## src/rtl/blake2_ctrl_pkg.sv

```systemverilog
// Shared types and sizes for the BLAKE2 message controller.
// Holds the FSM state enum and the byte-mask helper used by the packer.
package blake2_ctrl_pkg;

  localparam int BLOCK_W         = 1024;
  localparam int WORDS_PER_BLOCK = 16;
  localparam int LEN_W           = 128;

  typedef enum logic [2:0] {
    IDLE,
    INIT,
    FILL,
    ISSUE,
    WAIT,
    FINAL,
    DONE
  } state_e;

  function automatic logic [63:0] byte_mask(input logic [3:0] nb);
    logic [63:0] m;
    m = '0;
    for (int i = 0; i < 8; i++) begin
      if (4'(i) < nb) m[8*i +: 8] = 8'hff;
    end
    return m;
  endfunction

endpackage

```

## src/rtl/blake2_blk_packer.sv

```systemverilog
// Packs 64-bit message words into the 1024-bit block register.
// A last word is byte-masked and every later word of the block is cleared.
module blake2_blk_packer
  import blake2_ctrl_pkg::*;
(
  input  logic               clk,
  input  logic               reset_n,
  input  logic               wr_en,
  input  logic [3:0]         wr_idx,
  input  logic               wr_last,
  input  logic [3:0]         wr_bytes,
  input  logic [63:0]        wr_data,
  output logic [BLOCK_W-1:0] block_o
);

  logic [WORDS_PER_BLOCK-1:0][63:0] blk_q, blk_d;
  logic [63:0] mask;

  always_comb begin
    blk_d = blk_q;
    mask  = wr_last ? byte_mask(wr_bytes) : '1;
    if (wr_en) begin
      for (int j = 0; j < WORDS_PER_BLOCK; j++) begin
        if (4'(j) == wr_idx) begin
          blk_d[j] = wr_data & mask;
        end else if (wr_last && (4'(j) > wr_idx)) begin
          blk_d[j] = '0;
        end
      end
    end
  end

  always_ff @(posedge clk or negedge reset_n) begin
    if (!reset_n) blk_q <= '0;
    else          blk_q <= blk_d;
  end

  assign block_o = blk_q;

endmodule

```

## src/rtl/blake2_msg_ctrl.sv

```systemverilog
// BLAKE2 message controller: packs words into blocks and sequences core commands.
// Optional sticky error output enabled by BLAKE2_MSG_CTRL_ERR_EN.
module blake2_msg_ctrl
  import blake2_ctrl_pkg::*;
#(
  parameter int WORD_W   = 64,
  parameter int DIGEST_W = 88
) (
  input  logic                clk,
  input  logic                reset_n,
  input  logic                in_valid,
  output logic                in_ready,
  input  logic [WORD_W-1:0]   in_data,
  input  logic                in_last,
  input  logic [3:0]          in_bytes,
  output logic                core_init,
  output logic                core_next,
  output logic                core_final,
  output logic [BLOCK_W-1:0]  core_block,
  output logic [LEN_W-1:0]    core_length,
  input  logic                core_ready,
  input  logic                core_digest_valid,
  input  logic [DIGEST_W-1:0] core_digest,
  output logic                dgst_valid,
  input  logic                dgst_ready,
  output logic [DIGEST_W-1:0] dgst_data,
`ifdef BLAKE2_MSG_CTRL_ERR_EN
  output logic                err,
`endif
  output logic                busy
);

  state_e              state_q, state_d;
  logic [3:0]          idx_q, idx_d;
  logic [LEN_W-1:0]    len_q, len_d;
  logic                init_q, init_d;
  logic                next_q, next_d;
  logic                fin_q, fin_d;
  logic                sent_q, sent_d;
  logic                dv_q, dv_d;
  logic [DIGEST_W-1:0] dd_q, dd_d;
  logic                acc;
  logic [3:0]          nb;

  assign acc = in_valid && (state_q == FILL);
  assign nb  = (in_bytes > 4'd8) ? 4'd8 : in_bytes;

  always_comb begin
    state_d = state_q;
    idx_d   = idx_q;
    len_d   = len_q;
    init_d  = 1'b0;
    next_d  = 1'b0;
    fin_d   = 1'b0;
    sent_d  = sent_q;
    dv_d    = dv_q;
    dd_d    = dd_q;
    unique case (state_q)
      IDLE: begin
        len_d  = '0;
        idx_d  = '0;
        sent_d = 1'b0;
        if (in_valid) state_d = INIT;
      end
      INIT: begin
        if (core_ready) begin
          init_d  = 1'b1;
          state_d = FILL;
        end
      end
      FILL: begin
        if (acc) begin
          idx_d = idx_q + 4'd1;
          if (in_last) begin
            len_d   = len_q + LEN_W'(nb);
            state_d = FINAL;
          end else begin
            len_d = len_q + LEN_W'(8);
            if (idx_q == 4'(WORDS_PER_BLOCK - 1)) state_d = ISSUE;
          end
        end
      end
      ISSUE: begin
        if (core_ready) begin
          next_d  = 1'b1;
          state_d = WAIT;
        end
      end
      // ready is still high while the pulse is visible; skip that cycle
      WAIT: begin
        if (!next_q && core_ready) state_d = FILL;
      end
      FINAL: begin
        if (!sent_q) begin
          if (core_ready) begin
            fin_d  = 1'b1;
            sent_d = 1'b1;
          end
        end else if (core_digest_valid) begin
          dd_d    = core_digest;
          dv_d    = 1'b1;
          state_d = DONE;
        end
      end
      DONE: begin
        if (dv_q && dgst_ready) begin
          dv_d    = 1'b0;
          state_d = IDLE;
        end
      end
      default: state_d = IDLE;
    endcase
  end

  always_ff @(posedge clk or negedge reset_n) begin
    if (!reset_n) begin
      state_q <= IDLE;
      idx_q   <= '0;
      len_q   <= '0;
      init_q  <= 1'b0;
      next_q  <= 1'b0;
      fin_q   <= 1'b0;
      sent_q  <= 1'b0;
      dv_q    <= 1'b0;
      dd_q    <= '0;
    end else begin
      state_q <= state_d;
      idx_q   <= idx_d;
      len_q   <= len_d;
      init_q  <= init_d;
      next_q  <= next_d;
      fin_q   <= fin_d;
      sent_q  <= sent_d;
      dv_q    <= dv_d;
      dd_q    <= dd_d;
    end
  end

  blake2_blk_packer u_packer (
    .clk      (clk),
    .reset_n  (reset_n),
    .wr_en    (acc),
    .wr_idx   (idx_q),
    .wr_last  (in_last),
    .wr_bytes (nb),
    .wr_data  (in_data),
    .block_o  (core_block)
  );

`ifdef BLAKE2_MSG_CTRL_ERR_EN
  logic err_q, err_d;

  always_comb begin
    err_d = err_q;
    if (state_q == INIT) err_d = 1'b0;
    if (acc && in_last && (in_bytes > 4'd8)) err_d = 1'b1;
    if (core_digest_valid && (state_q != FINAL)) err_d = 1'b1;
  end

  always_ff @(posedge clk or negedge reset_n) begin
    if (!reset_n) err_q <= 1'b0;
    else          err_q <= err_d;
  end

  assign err = err_q;
`endif

  assign in_ready    = (state_q == FILL);
  assign busy        = (state_q != IDLE);
  assign core_init   = init_q;
  assign core_next   = next_q;
  assign core_final  = fin_q;
  assign core_length = len_q;
  assign dgst_valid  = dv_q;
  assign dgst_data   = dd_q;

endmodule
```

## config.mk

```make
export PLATFORM = sky130hd
export DESIGN_NAME = blake2_msg_ctrl
export DESIGN_NICKNAME = d
export VERILOG_FILES = /design/src/rtl/blake2_ctrl_pkg.sv /design/src/rtl/blake2_blk_packer.sv /design/src/rtl/blake2_msg_ctrl.sv
export SDC_FILE = /design/constraint.sdc
export NUM_CORES = 2
export LEC_CHECK = 0
export CAP_MARGIN = 20
export CORE_AREA = 8 8 548 550
export CTS_CLUSTER_SIZE = 25
export DETAILED_ROUTE_END_ITERATION = 7
export DIE_AREA = 0 0 556 558
export SLEW_MARGIN = 10
export SYNTH_ARGS = -nofsm -noshare
export SYNTH_HDL_FRONTEND = slang
export SYNTH_SLANG_ARGS = --single-unit
```

## constraint.sdc

```tcl
create_clock -name clk -period 2.64 [get_ports clk]
set_input_delay 0.396 -clock clk [delete_from_list [all_inputs] [get_ports clk]]
set_output_delay 0.396 -clock clk [all_outputs]
set_load 0.1 [all_outputs]
```

# Word-level counts from Yosys, hierarchy flattened
# Index checks and enable logic that the tools add are counted.
[word_totals]
in_bits = 163
regBits = 1252
wordCells = 216
[classes]
muxes = 69
n_addsub = 3
n_lt_le_gt_ge = 25
n_eq_ne = 31
reduce_logical = 62
bitwise = 1
[op_table]
columns = ["cell", "count"]
rows = [
  ["2-to-1 mux 64 bit", 33],
  ["2-to-1 mux 128 bit", 2],
  ["one-hot mux 128 bit (2 select lines)", 1],
  ["adder 128 x 4 -> 128 bit", 1],
  ["adder 128 x 4 -> 128 bit (second input constant)", 1],
  ["AND 64 bit", 1],
  ["2-to-1 mux 8 bit", 8],
  ["nonzero test 2 bit", 19],
  ["AND reduction 2 bit", 17],
  ["equality test 4 bit (first input constant)", 8],
  ["> comparator 4 bit (first input constant)", 8],
  ["2-to-1 mux 3 bit", 10],
  ["one-hot mux 3 bit (7 select lines)", 1],
  ["logical AND 1 bit", 19],
  ["equality test 3 x 4 -> 1 bit (first input constant)", 4],
  ["> comparator 3 x 4 -> 1 bit (first input constant)", 4],
  ["less-than comparator 3 x 4 -> 1 bit (first input constant)", 4],
  ["!= test 2 bit (second input constant)", 7],
  ["equality test 3 bit (second input constant)", 3],
  ["2-to-1 mux 1 bit", 9],
  ["AND reduction 9 bit", 1],
  ["equality test 2 x 4 -> 1 bit (first input constant)", 2],
  ["> comparator 1 x 4 -> 1 bit (first input constant)", 2],
  ["> comparator 2 x 4 -> 1 bit (first input constant)", 2],
  ["19 further kinds", 24],
]

# Depth between registers and ports, before layout
[depth]
word_depth = 7
mapped_depth = 11
depth_no_buf = 10

# Modules after synthesis
# Synthesis repeated with hierarchy kept, for this count alone.
[hier_totals]
cells_unflattened = 3888
area_unflattened_um2 = 49992.9
[by_module_without_submodules]
columns = ["mod", "seq_area_each_um2", "instances", "area_per_inst_um2", "cells_per_inst"]
rows = [
  ["blake2_blk_packer", 25624.6, 1, 37877.6, 2649],
  ["blake2_msg_ctrl", 5705.5, 1, 12115.4, 1239],
]

# Worst setup path after synthesis
# No wires, ideal clock.
[synth_timing]
kind = "reg-to-reg"
from = "register state_q[0]"
to = "register u_packer.blk_q (netlist bit u_packer.block_o[771])"
path_slack_ps = -1976
path_stages_with_launch = 12
t_required_ps = 2507
arrival_time_ps = 4482
synth_period_minus_slack_ps = 4616
path_cell_list = "dfrtp_1 -> clkbuf_1 -> nor3b_1 -> and2_0 -> clkbuf_1 -> clkbuf_1 -> nand3_1 -> o21a_1 -> clkbuf_1 -> clkbuf_1 -> nand2_1 -> o21ai_0"
[synth_between]
elab_chain_cells = 3
[synth_rtl]
columns = ["item", "line_no", "rtl"]
rows = [
  ["from (decl)", "blake2_msg_ctrl.sv:33", "state_e state_q, state_d;"],
  ["from (signal assigned)", "blake2_msg_ctrl.sv:127", "state_q <= state_d;"],
  ["equality test 3 x 2 -> 1 bit", "-", ""],
  ["via in_ready", "blake2_msg_ctrl.sv:12", "output logic in_ready,"],
  ["logical AND 1 bit", "blake2_msg_ctrl.sv:45", "assign acc = in_valid && (state_q == FILL);"],
  ["AND reduction 2 bit (no line)", "-", ""],
  ["to (signal assigned)", "blake2_blk_packer.sv:35", "else blk_q <= blk_d;"],
  ["to (decl)", "blake2_blk_packer.sv:16", "logic [WORDS_PER_BLOCK-1:0][63:0] blk_q, blk_d;"],
]
# The timed path passes the listed nets, and every way through them passes these cells.
# A chain may end at the register's enable or synchronous reset.

# Worst setup path after layout
[layout_timing]
from = "input port in_bytes[0]"
to = "register len_q[110], in the netlist core_length[110]"
[layout_between]
elab_chain_cells = 6
[layout_rtl]
columns = ["item", "line_no", "rtl"]
rows = [
  ["from (decl)", "blake2_msg_ctrl.sv:15", "input logic [3:0] in_bytes,"],
  ["> comparator 4 bit", "blake2_msg_ctrl.sv:46", "assign nb = (in_bytes > 4'd8) ? 4'd8 : in_bytes;"],
  ["2-to-1 mux 4 bit (*)", "blake2_msg_ctrl.sv:46", ""],
  ["adder 128 x 4 -> 128 bit (*)", "blake2_msg_ctrl.sv:75", "len_d = len_q + LEN_W'(nb);"],
  ["2-to-1 mux 128 bit (*)", "blake2_msg_ctrl.sv:74", "if (in_last) begin"],
  ["2-to-1 mux 128 bit (*)", "blake2_msg_ctrl.sv:72", "if (acc) begin"],
  ["one-hot mux 128 bit (2 select lines) (*)", "blake2_msg_ctrl.sv:58", "unique case (state_q)"],
  ["to (signal assigned)", "blake2_msg_ctrl.sv:129", "len_q <= len_d;"],
  ["to (decl)", "blake2_msg_ctrl.sv:35", "logic [LEN_W-1:0] len_q, len_d;"],
]
# Every way passes the cells marked *; elsewhere a longest branch is shown, timed or not. The select of a mux whose other input is x is not followed.

==> results.ini <==
[run_status]
status=complete, but fails checks
violations=setup timing

[floorplanning]
die_h_um=558
pin_count=1409
core-area_um2=292000
die-area_um2=310000
start_util_pct=16.6
row_count=199
die_w_um=556

[finish]
final_common_cell=buf_4
final_area_um2=75700
area_delta_synth_final_pct=56.3
fin_nets=6656
layout_common_cells=buf_4, dfrtp_1, nand2_1
regArea_um2=31600
fill_cells=30822
drive_gt1_share_pct=37.3
multiInputGateArea_um2=16800

[setup_path]
rr_endpoint=core_length[110]$_DFFE_PN0P_
path_buf_inv=4
cpPeakStageDelay_ns=0.46
r2r_setup_slack_ns=-0.13
required_ns=3.38
r2r_cells=10
start_kind=input port
path_cells=clkdlybuf4s50_1, buf_4, nor2b_4, ha_4, inv_2, fa_2, nor2b_4, o211ai_1, a2111oi_2, nand4_1, buf_4, or4_4, a21oi_2
path_delay_family=simple AND/OR/NAND/NOR gates
critPathSlowestCell=clkdlybuf4s50_1
worstPathMaxFanout=4
cp-end-kind=register
worstSetupPathType=in2reg
timing.rr.start=core_length[0]$_DFFE_PN0P_
critPathArrivalTime_ns=3.52

[place]
dp_hpwl_um=229000
postPlaceCellArea_um2=70000
gp_congestion=0.953
port_buffers=1408

[timing]
setup_violations=15
rsz0062_at_grt=yes
max_freq_mhz=360
skew_ns=0.0302
fin_ws_ns=-0.141
finalHoldViolCount=0
min_period_over_period_pct=105
drv_slew=0
max_slew_margin_pct=41.7
final.setup.tns_ns=-0.771
fin_crit_ns=2.78
worstMarginPinSlew_ns=0.878

[detailed_routing]
first_pass_iters=6
drtIter0Drc=4444
avgRoutedWirePerCell_um=28.6
vias=46319
postRouteWirelength_um=302000
drc_errors=0
vias_per_cell=4.40
antenna_left=0

[clock_tree]
clkTransAtPathRegs_ns=0.07
clock_latency_ns=0.83
clk_path_buf_depth=4
htreeDepth=4
clock_sinks=1252
cts_root_buffer=clkbuf_16
numCtsBuffers=149
cts_tree=yes

[logic_synthesis]
synthesis.nets=4840
ys_types=71
synthCells=4668
synth_area_um2=48400
ys_ff_latch=1252
avgSynthCellArea_um2=10.4
synth-seq-area-share_pct=64.7
synth_edf_count=0
yosysWarnings=0
async_reset_ff_share_pct=100
ys.flop_type=dfrtp_1

[worst_hold_path]
min_to=dgst_data[9]$_DFFE_PN0P_
hold_path_startpoint=core_digest[9]
worst_hold_path.num_cells=2
worst_hold_path_type=in2reg

[power]
cellLeakagePower_nw=35.3
internal_power_mw=37.8
sequentialPowerShare_pct=33.2
sw_frac_of_total_pct=43.0
share_comb_of_total_power_pct=34.5
clkPwrFrac_pct=32.3
p_sw_mw=28.5
p_per_area_nw_per_um2=877
p_total_mw=66.4
peakVddDrop_uv=898

[global_route]
groute.usage.overall_pct=18.5
grt_pass1_vias=47062
overflow=0
grt_pass1_wl_um=404000
grt_max_degree=135
antenna_found_initial=55

[run]
drv_cap=0

==> sequential cells by signal (all words and copies together), names as in the netlist <==
name              flops
core_init             1
dgst_data            88
sent_q                1
core_length         128
dgst_valid            1
core_next             1
idx_q                 4
state_q               3
u_packer.block_o   1024
core_final            1
==> cells by family after synthesis <==
group,after synthesis,synth area share [%]
buffers and inverters,366,2.85
adders and majority gates,9,0.248
and+or+nand+nor,1673,15.2
AOI/OAI and AO/OA,1197,13.4
muxes,91,2.11
xor gates and xnor gates,80,1.45
DFF,1252,64.7
==> through the flow <==
| stage | setup slack, ns | util, % | hold slack [ns] | instances |
|---|---|---|---|---|
| detailed placement | -1.08 | 24.0 | 0.395 | 10223 |
| finish | -0.141 | 25.9 | 0.207 | 10539 |
| CTS | -0.0946 | 25.8 | 0.126 | 10500 |
| floorplan | -0.195 | - | 0.100 | 4668 |
| global route | -0.239 | 25.9 | 0.156 | 10521 |
| global placement | -1.06 | 24.0 | 0.393 | 10223 |
==> layout make-up <==
class	instances	share of cell area [%]
clock buffer	211	5.66
timing repair buffer	1998	22.8
inverter	33	0.167
antenna	20	0.0661
tap	3919	6.48
multi-input combinational	3050	22.2
clock inverter	56	0.941
sequential	1252	41.7
==> how the worst max path moves through the flow <==
stage / end / slack, ns / start / cells past startpoint
after floorplan: core_length[106]$_DFFE_PN0P_ / -0.20 / core_length[78]$_DFFE_PN0P_ / 7
after global placement: core_length[110]$_DFFE_PN0P_ / -1.06 / in_bytes[0] / 13
after detailed placement: core_length[110]$_DFFE_PN0P_ / -1.08 / in_bytes[0] / 13
after CTS: core_length[110]$_DFFE_PN0P_ / -0.09 / core_length[0]$_DFFE_PN0P_ / 10
after global routing: core_length[110]$_DFFE_PN0P_ / -0.24 / core_length[0]$_DFFE_PN0P_ / 10
final: core_length[110]$_DFFE_PN0P_ / -0.14 / in_bytes[0] / 13
==> repair_timing <==
| action | CTS | global route |
|---|---|---|
| hold buffers | 1 | 0 |
| endpoints found under the setup margin | 35 | 315 |
| gates resized for setup | 33 | 57 |
| pin swaps | 23 | 40 |
| hold endpoints to repair | 657 | 0 |
| buffers inserted | 9 | 19 |
==> power by group through the flow <==
stage,sequential (mW),clock [mW],combinational (mW)
CTS,22.0,21.9,22.9
floorplan,34.0,0,3.30
detailed placement,22.3,0,22.8
finish,22.0,21.4,22.9
global placement,22.3,0,22.7
global route,22.2,22.6,23.6
==> routing by layer <==
metal,share of wire [%],global-route usage (%),vias up
met5,0.042,0,-
met4,4.6,7.53,18
met3,10,6.13,559
met2,44,28.8,2604
met1,41,23.5,23453
li1,-,-,19685
==> synthesized netlist by cell type, drive strengths merged, types with 3 or more instances <==
library cell	count	area (µm²)
xnor2	37	324
o31ai	18	135
o2111a	3	33.8
nand3b	3	22.5
o2bb2ai	64	561
nor2b	9	56.3
or3	33	211
nand4	97	613
and2	19	119
a22o	4	35.0
a21o	4	30.0
or2	8	50.1
o211ai	9	67.6
nor4b	5	43.8
ha	8	100
xor2	43	377
a31o	6	52.6
a21oi	47	235
and4	16	140
a211o	3	26.3
a211oi	4	30.0
o21a	8	60.1
mux2	88	991
nand3	86	430
dfrtp	1252	31300
buf	8	36.3
nand2	1114	4180
a2111oi	6	61.3
o21ai	1000	5000
mux2i	3	30.0
nor3b	3	22.5
clkbuf	325	1220
nand2b	9	56.3
inv	31	116
nor3	34	186
and3	26	163
a31oi	3	18.8
or4b	3	30.0
or4	27	210
nor2	131	492
nor4	47	319
Note: power is estimated with default switching activity, not from simulation.
